### config.mk
export PLATFORM = sky130hd
export DESIGN_NAME = chacha_qr_host
export DESIGN_NICKNAME = d
export VERILOG_FILES = /design/src/rtl/chacha_qr_pkg.sv /design/src/rtl/chacha_qr_host.sv
export SDC_FILE = /design/constraint.sdc
export NUM_CORES = 1
export LEC_CHECK = 0
export ABC_AREA = 1
export BUFFER_PORTS_ARGS = -buffer_cell sky130_fd_sc_hd__buf_2
export CORE_MARGIN = 5
export CORE_UTILIZATION = 50
export DETAILED_ROUTE_END_ITERATION = 6
export PLACE_DENSITY = 0.84
export RECOVER_POWER = 25
export SETUP_SLACK_MARGIN = 0.3
export SLEW_MARGIN = 20
export SYNTH_ARGS = -nofsm -noshare
export SYNTH_HDL_FRONTEND = slang
export SYNTH_SLANG_ARGS = --single-unit
### constraint.sdc
create_clock -name clk -period 6.28 [get_ports clk]
set_input_delay 0.314 -clock clk [delete_from_list [all_inputs] [get_ports clk]]
set_output_delay 0.314 -clock clk [all_outputs]
set_load 0.1 [all_outputs]
### src/rtl/chacha_qr_pkg.sv
// rtl/chacha_qr_pkg.sv - shared types and constants for the ChaCha quarter-round host
// Contents:
//   qr_state_e   host sequencer states
//   WORD_*       word select values for bus_addr[3:2]
//   BYTE_W       byte lane field width (bus_addr[1:0])
//   ADDR_W       full byte index width
//   NUM_BYTES    bytes per 128-bit state
//   ROUND_W      round count width
package chacha_qr_pkg;

  typedef enum logic [2:0] {
    S_IDLE  = 3'd0,
    S_WRITE = 3'd1,
    S_ROUND = 3'd2,
    S_READ  = 3'd3,
    S_DONE  = 3'd4
  } qr_state_e;

  localparam int WORD_A    = 0;
  localparam int WORD_B    = 1;
  localparam int WORD_C    = 2;
  localparam int WORD_D    = 3;
  localparam int WORD_W    = 2;
  localparam int BYTE_W    = 2;
  localparam int ADDR_W    = WORD_W + BYTE_W;
  localparam int NUM_BYTES = 16;
  localparam int ROUND_W   = 8;

endpackage

### src/rtl/chacha_qr_host.sv
// rtl/chacha_qr_host.sv - byte-wide initiator driving a ChaCha quarter-round peripheral
// Ports:
//   clk, rst_n              clock, synchronous active-low reset
//   in_valid/in_ready       input channel: in_a..in_d state words, in_rounds count
//   out_valid/out_ready     output channel: out_a..out_d result words
//   busy                    high whenever not idle
//   bus_addr/bus_wr_en/bus_qr_en/bus_wdata   registered peripheral strobes
//   bus_rdata               peripheral read byte, combinational from bus_addr
// Parameter RD_WAIT: extra cycles bus_addr is held before bus_rdata is sampled.
module chacha_qr_host
  import chacha_qr_pkg::*;
#(
  parameter int RD_WAIT = 0
) (
  input  logic        clk,
  input  logic        rst_n,
  input  logic        in_valid,
  output logic        in_ready,
  input  logic [31:0] in_a,
  input  logic [31:0] in_b,
  input  logic [31:0] in_c,
  input  logic [31:0] in_d,
  input  logic [7:0]  in_rounds,
  output logic        out_valid,
  input  logic        out_ready,
  output logic [31:0] out_a,
  output logic [31:0] out_b,
  output logic [31:0] out_c,
  output logic [31:0] out_d,
  output logic        busy,
  output logic [3:0]  bus_addr,
  output logic        bus_wr_en,
  output logic        bus_qr_en,
  output logic [7:0]  bus_wdata,
  input  logic [7:0]  bus_rdata
);

  localparam int                WAIT_W    = (RD_WAIT > 0) ? $clog2(RD_WAIT + 1) : 1;
  localparam logic [WAIT_W-1:0] WAIT_LAST = WAIT_W'(RD_WAIT);
  localparam logic [ADDR_W-1:0] LAST_IDX  = ADDR_W'(NUM_BYTES - 1);

  qr_state_e           state_q, state_d;
  logic [ADDR_W-1:0]   idx_q, idx_d;
  logic [ADDR_W-1:0]   idx_inc;
  logic [WAIT_W-1:0]   wait_q, wait_d;
  logic [ROUND_W-1:0]  rnd_q, rnd_d;
  // Byte k of the state lives at bits [8k +: 8], so {d,c,b,a} packs
  // word (k>>2), lane (k&3) without any address arithmetic.
  logic [127:0]        st_q, st_d;
  logic [127:0]        res_q, res_d;
  logic [3:0]          addr_q, addr_d;
  logic                wr_q, wr_d;
  logic                qr_q, qr_d;
  logic [7:0]          wdata_q, wdata_d;

  assign idx_inc = idx_q + 1'b1;

  always_comb begin
    state_d = state_q;
    idx_d   = idx_q;
    wait_d  = wait_q;
    rnd_d   = rnd_q;
    st_d    = st_q;
    res_d   = res_q;
    addr_d  = addr_q;
    wdata_d = wdata_q;
    wr_d    = 1'b0;
    qr_d    = 1'b0;

    case (state_q)
      S_IDLE: begin
        if (in_valid) begin
          st_d    = {in_d, in_c, in_b, in_a};
          rnd_d   = in_rounds;
          idx_d   = '0;
          addr_d  = '0;
          wr_d    = 1'b1;
          wdata_d = in_a[7:0];
          state_d = S_WRITE;
        end
      end

      S_WRITE: begin
        if (idx_q != LAST_IDX) begin
          idx_d   = idx_inc;
          addr_d  = idx_inc;
          wr_d    = 1'b1;
          wdata_d = st_q[{idx_inc, 3'b000} +: 8];
        end else if (rnd_q != '0) begin
          qr_d    = 1'b1;
          state_d = S_ROUND;
        end else begin
          idx_d   = '0;
          wait_d  = '0;
          addr_d  = '0;
          state_d = S_READ;
        end
      end

      // rnd_q counts the strobes still to be issued, including the current
      // one, so leaving at 1 never lets the counter pass through zero.
      S_ROUND: begin
        rnd_d = rnd_q - 1'b1;
        if (rnd_q == ROUND_W'(1)) begin
          idx_d   = '0;
          wait_d  = '0;
          addr_d  = '0;
          state_d = S_READ;
        end else begin
          qr_d = 1'b1;
        end
      end

      S_READ: begin
        if (wait_q == WAIT_LAST) begin
          res_d[{idx_q, 3'b000} +: 8] = bus_rdata;
          wait_d = '0;
          if (idx_q == LAST_IDX) begin
            state_d = S_DONE;
          end else begin
            idx_d  = idx_inc;
            addr_d = idx_inc;
          end
        end else begin
          wait_d = wait_q + 1'b1;
        end
      end

      S_DONE: begin
        if (out_ready) state_d = S_IDLE;
      end

      default: state_d = S_IDLE;
    endcase
  end

  always_ff @(posedge clk) begin
    if (!rst_n) begin
      state_q <= S_IDLE;
      idx_q   <= '0;
      wait_q  <= '0;
      rnd_q   <= '0;
      st_q    <= '0;
      res_q   <= '0;
      addr_q  <= '0;
      wr_q    <= 1'b0;
      qr_q    <= 1'b0;
      wdata_q <= '0;
    end else begin
      state_q <= state_d;
      idx_q   <= idx_d;
      wait_q  <= wait_d;
      rnd_q   <= rnd_d;
      st_q    <= st_d;
      res_q   <= res_d;
      addr_q  <= addr_d;
      wr_q    <= wr_d;
      qr_q    <= qr_d;
      wdata_q <= wdata_d;
    end
  end

  assign in_ready  = (state_q == S_IDLE);
  assign out_valid = (state_q == S_DONE);
  assign busy      = (state_q != S_IDLE);
  assign out_a     = res_q[WORD_A*32 +: 32];
  assign out_b     = res_q[WORD_B*32 +: 32];
  assign out_c     = res_q[WORD_C*32 +: 32];
  assign out_d     = res_q[WORD_D*32 +: 32];
  assign bus_addr  = addr_q;
  assign bus_wr_en = wr_q;
  assign bus_qr_en = qr_q;
  assign bus_wdata = wdata_q;

endmodule

==> impl_summary.log, run 1 <==
INFO  metric overflow = 0
INFO  metric r2r-end = rnd_q[5]$_SDFFE_PN0P_
INFO  metric run_status = completed
INFO  metric synthesis.instances = 1608
INFO  metric detail-route-antenna-nets = 0
INFO  metric detailed_route_wire_length_per_cell = 16.1 um
INFO  metric io_buffer_count = about 290
INFO  metric cts.repair.resized = 0
INFO  metric synthDominantAreaCellType = sky130_fd_sc_hd__dfxtp_1
INFO  metric timing.critical_path.from_type = flop
INFO  metric netlist_area = about 0.012 mm2
INFO  metric power.total = 5.37 mW
INFO  metric fin_area = between 0.01 and 0.015 mm2
INFO  metric max-clock-path-buffers = 3
INFO  metric worst-r2r-setup-slack = ~3.1 ns
INFO  metric grt_first_pass_wirelength = ~55 mm
INFO  metric cp_slowest_stage_delay = between 0.8 and 0.9 ns
INFO  metric worstMarginPinSlew = ~1.3 ns
INFO  metric clock_pin_slew_on_the_worst_setup_and_hold_paths = roughly 0.060 ns
INFO  metric final.setup.worst_slack = 3.15 ns
INFO  metric layout-area-overhead-vs-synth = 20.6%
INFO  metric fillers = roughly 2100
INFO  metric gr-usage-all-layers = 0.251
INFO  metric hold_path_startpoint = in_d[24]
INFO  metric hold_slack = between 0.06 and 0.07 ns
INFO  metric layout_worst_path_cycle_share = 0.499
INFO  metric horizontal_die_dimension = 163 um
INFO  metric ys_async_sr_fraction = 0
INFO  metric drv_cap = 0
INFO  metric reg2reg_from = state_q[1]$_SDFFE_PN0P_
INFO  metric route.vias.total = between 10000 and 15000
INFO  metric main_area_contributors_after_synthesis = sky130_fd_sc_hd__dfxtp_1 (48%), sky130_fd_sc_hd__o21ai_0 (10%), sky130_fd_sc_hd__a21oi_1 (10%)
INFO  metric power_density = 379 mW/mm2
INFO  metric hp-class = in2reg
INFO  metric grt_antenna_before_repair = 6
INFO  metric final-instance-count-excl-fill = approximately 2200
INFO  metric dpl.cell_count = between 2000 and 2500
INFO  metric yosys.cell_count.top_type = sky130_fd_sc_hd__dfxtp_1
INFO  metric synth_enable_flop_cells = 0
INFO  metric timing.reg2reg.worst_path_depth = 10
INFO  metric synthTopCellsByCount = sky130_fd_sc_hd__dfxtp_1 (281), sky130_fd_sc_hd__o21ai_0 (244), sky130_fd_sc_hd__a21oi_1 (236), sky130_fd_sc_hd__nand2_1 (209), sky130_fd_sc_hd__inv_1 (177)
INFO  metric worst_ir_drop_vdd = 220 uV
INFO  metric boundaryPins = 293
INFO  metric placer_congestion = a little over 0.9
INFO  metric die_height = 163 um
INFO  metric fin_tns_setup = 0 ns
INFO  metric cts-root-buf = sky130_fd_sc_hd__clkbuf_16
INFO  metric final-setup-viol-count = 0
INFO  metric later_pin_clock_latency_in_the_skew_report = 0.53 ns
INFO  metric cts_sinks = 281
INFO  metric fin_util = 0.607
INFO  metric cts-htree-levels = 1
INFO  metric synth_ff_type = sky130_fd_sc_hd__dfxtp_1
INFO  metric worst_path_max_delay_cell = sky130_fd_sc_hd__buf_4
INFO  metric grt_max_degree = around 170
INFO  metric yosys_register_bits = ~280
INFO  metric ys_warn_count = 0
INFO  metric detailedRoute.firstIterationViolations = roughly 1100
INFO  metric report.final.hold_viol_count = 0
INFO  metric total_leakage_power = 6.07 nW
INFO  metric rsz0062_at_grt = false
INFO  metric drv_slew = 0
INFO  metric period_minus_slack = 3.13 ns
INFO  metric die_area = 0.0267 mm2
INFO  metric placeableCoreArea = roughly 0.023 mm2
INFO  metric register_area_share_after_synthesis = 0.479
INFO  metric synth_top_cell_area_share = 0.479
INFO  metric timing.hold.worst_path_depth = 3
INFO  metric clock_buffers_created_by_tritoncts = 29
INFO  metric routed_wl = between 30 and 40 mm
INFO  metric maxClockFrequency = between 300 and 400 MHz
INFO  metric initial_core_util = 0.503
INFO  metric drt-pass1-iter-count = 6
INFO  metric crit_end_element = flop
INFO  metric tritoncts = built
INFO  metric routed_via_density = 5.33
INFO  metric core.rowCount = between 50 and 60
INFO  metric holdBufCountCts = 0
INFO  metric timing.hold.worst_endpoint = st_q[120]$_SDFFE_PN0P_
INFO  metric slew-limit-headroom = 0.167
INFO  metric timing.clock.skew = 0.00809 ns
INFO  metric critical_path_arrival = between 3 and 4 ns
INFO  metric maximum_fanout_along_the_worst_path = 131
INFO  metric post_synth.cell_area_avg = between 7 and 8 um2
INFO  metric crit_path_cell_trace = inv_2, nand2_1, nor2_2, clkbuf_1, inv_6, buf_4, nand3_1, o211ai_1, nand2_1, inv_1
INFO  metric grt_pass1_vias = 10800
INFO  metric drt_drc_violations_left = 0
INFO  metric dpl.hpwl = about 25 mm
INFO  metric post_dp_cell_area = roughly 0.013 mm2
INFO  metric critical_path_type = reg2reg
INFO  metric cpMostUsedCell = sky130_fd_sc_hd__nand2_1
INFO  metric syn-num-nets = 1762
INFO  metric drive_above_1_share = 0.156
INFO  metric pre_cts_ws = between 3 and 4 ns
INFO  metric number_of_setup_buffers_added_after_cts = 0
INFO  metric layout.nets = 1998
INFO  metric distinct_cell_type_count_after_synthesis = 36
INFO  metric cp_data_required_time = ~6.8 ns
worst max-delay path by stage:
stage,end,from,slack [ns]
after floorplan,state_q[1]$_SDFFE_PN0P_,state_q[1]$_SDFFE_PN0P_,3.17
after global placement,res_q[74]$_SDFFE_PN0P_,bus_addr[1]$_SDFFE_PN0P_,3.46
after detailed placement,res_q[74]$_SDFFE_PN0P_,bus_addr[1]$_SDFFE_PN0P_,3.36
after CTS,res_q[74]$_SDFFE_PN0P_,bus_addr[1]$_SDFFE_PN0P_,3.28
after global routing,rnd_q[5]$_SDFFE_PN0P_,state_q[1]$_SDFFE_PN0P_,2.78
final,rnd_q[5]$_SDFFE_PN0P_,state_q[1]$_SDFFE_PN0P_,3.15
layout make-up:
| cell class | instances | area, um2 | area share |
|---|---|---|---|
| diodes | 3 | 7.51 | 0.000530 |
| clock buffers | 40 | 837 | 0.0591 |
| clock inverters | 13 | 176 | 0.0125 |
| inverters | 195 | 741 | 0.0523 |
| multi-input cells | 1036 | 4980 | 0.351 |
| flip-flops and latches | 281 | 5630 | 0.397 |
| well taps | 319 | 399 | 0.0282 |
| repair buffers | 301 | 1400 | 0.0989 |
critical path, delay by kind of cell, from the launching register on:
kind	cells	cell delay (ns)
simple gates	4	0.38
flops	1	0.40
compound gates	1	0.12
buf+inv	5	2.14
state kept, by name, summed over array words and instances (netlist names):
name,cells
res_q,128
st_q,128
bus_wdata,8
rnd_q,8
bus_addr,4
state_q,3
bus_qr_en,1
bus_wr_en,1
layer usage:
layer  track usage  part of all wire
met1         0.335              0.42
met5             0            0.0013
met3        0.0636             0.092
met4         0.103             0.042
met2         0.388              0.44
cell families after synthesis:
| family | synth area share |
|---|---|
| AOI/OAI and AO/OA | 0.213 |
| adders and majority gates | 0.00639 |
| xor gates and xnor gates | 0.00533 |
| and+or+nand+nor | 0.199 |
| DFF | 0.479 |
| buffers and inverters | 0.0972 |
where the power goes:
part	leakage (nW)	switching [mW]	internal [mW]	total [mW]
clock network	0.493	0.706	1.09	1.80
logic	3.28	1.11	0.374	1.48
registers	2.29	0.0832	2.00	2.09
placed cells by master (no fill, tap or decap), types with 2 or more instances in the layout:
cell type	n
sky130_fd_sc_hd__dfxtp_1	280
sky130_fd_sc_hd__o21ai_0	244
sky130_fd_sc_hd__a21oi_1	236
sky130_fd_sc_hd__nand2_1	209
sky130_fd_sc_hd__buf_2	187
sky130_fd_sc_hd__inv_1	177
sky130_fd_sc_hd__nand3_1	147
sky130_fd_sc_hd__nor2_1	130
sky130_fd_sc_hd__clkbuf_1	109
sky130_fd_sc_hd__clkbuf_16	29
sky130_fd_sc_hd__nor3_1	18
sky130_fd_sc_hd__inv_2	14
sky130_fd_sc_hd__buf_4	8
sky130_fd_sc_hd__clkbuf_8	7
sky130_fd_sc_hd__nor2_2	6
sky130_fd_sc_hd__nor2_4	6
sky130_fd_sc_hd__clkinv_2	6
sky130_fd_sc_hd__nand2_2	5
sky130_fd_sc_hd__ha_1	5
sky130_fd_sc_hd__o21ai_1	4
sky130_fd_sc_hd__nand4_1	4
sky130_fd_sc_hd__bufinv_16	4
sky130_fd_sc_hd__diode_2	3
sky130_fd_sc_hd__a21oi_2	3
sky130_fd_sc_hd__xor2_1	3
sky130_fd_sc_hd__clkinvlp_4	3
sky130_fd_sc_hd__nand3_2	2
sky130_fd_sc_hd__nor2_8	2
sky130_fd_sc_hd__o21ai_2	2
Note: power is estimated with default switching activity, not from simulation.
==> run 2: changes to the inputs <==
==> constraint.sdc (replaced) <==
create_clock -name clk -period 2.99 [get_ports clk]
set_input_delay 0.1495 -clock clk [delete_from_list [all_inputs] [get_ports clk]]
set_output_delay 0.1495 -clock clk [all_outputs]
set_load 0.1 [all_outputs]
==> impl_summary.log, run 2 (synthesis gave the netlist of run 1 again) <==
INFO  metric io_buffer_count = 292 (unchanged)
INFO  metric max-clock-path-buffers = 3 (unchanged)
INFO  metric dpl.cell_count = 2139 (+0.33%)
INFO  metric hold_slack = 0.0290 ns (-0.0325 ns)
INFO  metric rsz0062_at_grt = false
INFO  metric period_minus_slack = 2.44 ns (-0.698 ns)
INFO  metric cp_data_required_time = 3.40 ns (-3.35 ns)
INFO  metric final-setup-viol-count = 0 (unchanged)
INFO  metric boundaryPins = 293 (unchanged)
INFO  metric die_height = 163 um (unchanged)
INFO  metric drive_above_1_share = 0.149 (-0.00780)
INFO  metric detail-route-antenna-nets = 0 (unchanged)
INFO  metric post_dp_cell_area = 0.0134 mm2 (+0.88%)
INFO  metric gr-usage-all-layers = 0.302 (+0.0517)
INFO  metric horizontal_die_dimension = 163 um (unchanged)
INFO  metric fin_util = 0.671 (+0.0634)
INFO  metric grt_max_degree = 118 (-28%)
INFO  metric slew-limit-headroom = 0.159 (-0.00802)
INFO  metric die_area = 0.0267 mm2 (unchanged)
INFO  metric fin_area = 0.0156 mm2 (+10%)
INFO  metric fillers = 1855 (-12%)
INFO  metric timing.clock.skew = 0.00838 ns (+0.000293 ns)
INFO  metric cts-htree-levels = 1 (unchanged)
INFO  metric power_density = 742 mW/mm2 (+96%)
INFO  metric power.switching = 4.24 mW (+120%)
INFO  metric grt_pass1_vias = 12500 (+16%)
INFO  metric clock_buffers_created_by_tritoncts = 29 (unchanged)
INFO  metric dpl.hpwl = 26.0 mm (+5.8%)
INFO  metric worstMarginPinSlew = 1.27 ns (+0.0121 ns)
INFO  metric core.rowCount = 56 (unchanged)
INFO  metric layout_worst_path_cycle_share = 0.815 (+0.316)
INFO  metric worst_ir_drop_vdd = 511 uV (+130%)
INFO  metric critical_path_arrival = 2.84 ns (-0.77 ns)
INFO  metric detailed_route_wire_length_per_cell = 18.1 um (+12%)
INFO  metric overflow = 0 (unchanged)
INFO  metric detailedRoute.firstIterationViolations = 1512 (+44%)
INFO  metric route.vias.total = 13000 (+12%)
INFO  metric maxClockFrequency = 411 MHz (+29%)
INFO  metric initial_core_util = 0.503 (unchanged)
INFO  metric report.final.hold_viol_count = 0 (unchanged)
INFO  metric layout.cells.most_common = sky130_fd_sc_hd__dfxtp_1
INFO  metric grt_antenna_before_repair = 2 (-4)
INFO  metric routed_via_density = 5.58 (+4.7%)
INFO  metric power.share.sequential = 0.380 (-0.009)
INFO  metric reg_top3 = res_q x128, st_q x128
INFO  metric cp.buffers_inverters = 2 (-3)
INFO  metric total_leakage_power = 6.68 nW (+10%)
INFO  metric cp_slowest_stage_delay = 0.41 ns (-0.45 ns)
INFO  metric combPwrFrac = 0.301 (+0.025)
INFO  metric cts-root-buf = sky130_fd_sc_hd__clkbuf_16
INFO  metric drv_slew = 0 (unchanged)
INFO  metric placeableCoreArea = 0.0233 mm2 (unchanged)
INFO  metric power.clock.fraction = 0.319 (-0.016)
INFO  metric crit_end_element = flop
INFO  metric drv_cap = 0 (unchanged)
INFO  metric layout.nets = 2144 (+7.3%)
INFO  metric failing_checks = DRC
INFO  metric crit_path_cell_trace = inv_2, ha_4, buf_6, nand3_2, nor2_4, nand3_1, nand2_1, a21oi_1
INFO  metric run_status = finished with violations
INFO  metric drt-pass1-iter-count = 7 (+1)
INFO  metric critical_path_type = reg2reg
INFO  metric critical-path-top-delay-family = simple AND/OR/NAND/NOR gates
INFO  metric cts_sinks = 281 (unchanged)
INFO  metric power.share.switching = 0.365 (+0.0115)
INFO  metric hp-class = in2reg
INFO  metric layout_common_cells = sky130_fd_sc_hd__dfxtp_1 (279), sky130_fd_sc_hd__o21ai_0 (244), sky130_fd_sc_hd__a21oi_1 (236)
INFO  metric power_report.internal_total = 7.38 mW (+110%)
INFO  metric number_of_setup_buffers_added_after_cts = 0 (unchanged)
INFO  metric layout-area-overhead-vs-synth = 33.3%
INFO  metric later_pin_clock_latency_in_the_skew_report = 0.53 ns (about the same)
INFO  metric fin_tns_setup = 0 ns (unchanged)
INFO  metric grt_first_pass_wirelength = 65.1 mm (+18%)
INFO  metric drt_drc_violations_left = 2 (+2)
INFO  metric clock_pin_slew_on_the_worst_setup_and_hold_paths = 0.06 ns (about the same)
INFO  metric placer_congestion = 0.942 (+3.6%)
INFO  metric final-instance-count-excl-fill = 2332 (+6.6%)
INFO  metric routed_wl = 42.2 mm (+20%)
INFO  metric worst_path_max_delay_cell = sky130_fd_sc_hd__ha_4
INFO  metric maximum_fanout_along_the_worst_path = 34 (-74%)
INFO  metric tritoncts = built
INFO  metric timing.critical_path.from_type = flop
[run 2: cell types whose count changed in the layout (fill, tap and decap cells not counted), sizes merged]
cell / change
dlygate4sd3: +139
buf: +6
clkbuf: -2
clkinvlp: +2
diode: -1
[run 2: worst paths after layout]
check                                               from                 endpoint  slack [ns]  cells past startpoint
worst min-delay path                        in_rounds[1]    rnd_q[1]$_SDFFE_PN0P_        0.03                      5
worst min register to register    res_q[94]$_SDFFE_PN0P_   res_q[94]$_SDFFE_PN0P_        0.45                      2
worst max register to register  bus_addr[0]$_SDFFE_PN0P_  res_q[115]$_SDFFE_PN0P_        0.55                      8
worst max-delay path            bus_addr[0]$_SDFFE_PN0P_  res_q[115]$_SDFFE_PN0P_        0.55                      8
[run 2: layout make-up]
class                      instances  area, um2  share of cell area
inverter                         195        741              0.0473
clock inverter                    15        188              0.0120
clock buffer                      37        786              0.0502
sequential                       281       5630               0.360
multi-input combinational       1036       5000               0.320
antenna                            2       5.00            0.000320
tap                              319        399              0.0255
timing repair buffer             447       2900               0.185
[run 2: worst min-delay path, cell delays in order]
cell                      delay (ns)
sky130_fd_sc_hd__buf_2          0.08
sky130_fd_sc_hd__inv_1          0.03
sky130_fd_sc_hd__nor2_1         0.11
sky130_fd_sc_hd__o21ai_0        0.10
sky130_fd_sc_hd__inv_1          0.05
[run 2: what timing repair did]
action                                  in CTS  in global routing
endpoints found under the setup margin       0                 29
endpoints found under the hold margin      160                  0
gates resized for setup                      0                  2
hold buffers                               139                  0
[run 2: layer usage]
layer,vias up,global-route usage,wire [um]
li1,6035,-,-
met1,5920,0.385,16700
met2,841,0.485,19100
met3,210,0.0593,3840
met4,0,0.164,2620
met5,-,0,0
[run 2: power by group through the flow]
stage	Sequential (mW)	Combinational (mW)	Clock, mW
3_3_place_gp	4.44	3.11	0
5_1_grt	4.44	3.78	3.91
2_1_floorplan	4.83	1.97	0
3_5_place_dp	4.46	3.17	0
6_report	4.41	3.49	3.71
4_1_cts	4.38	3.34	3.73
[run 2: metrics by stage]
step	power, mW	setup slack [ns]
after floorplan	6.81	0.323
after global placement	7.55	0.499
after detailed placement	7.63	0.397
after CTS	11.4	0.365
after global routing	12.1	0.372
final	11.6	0.554
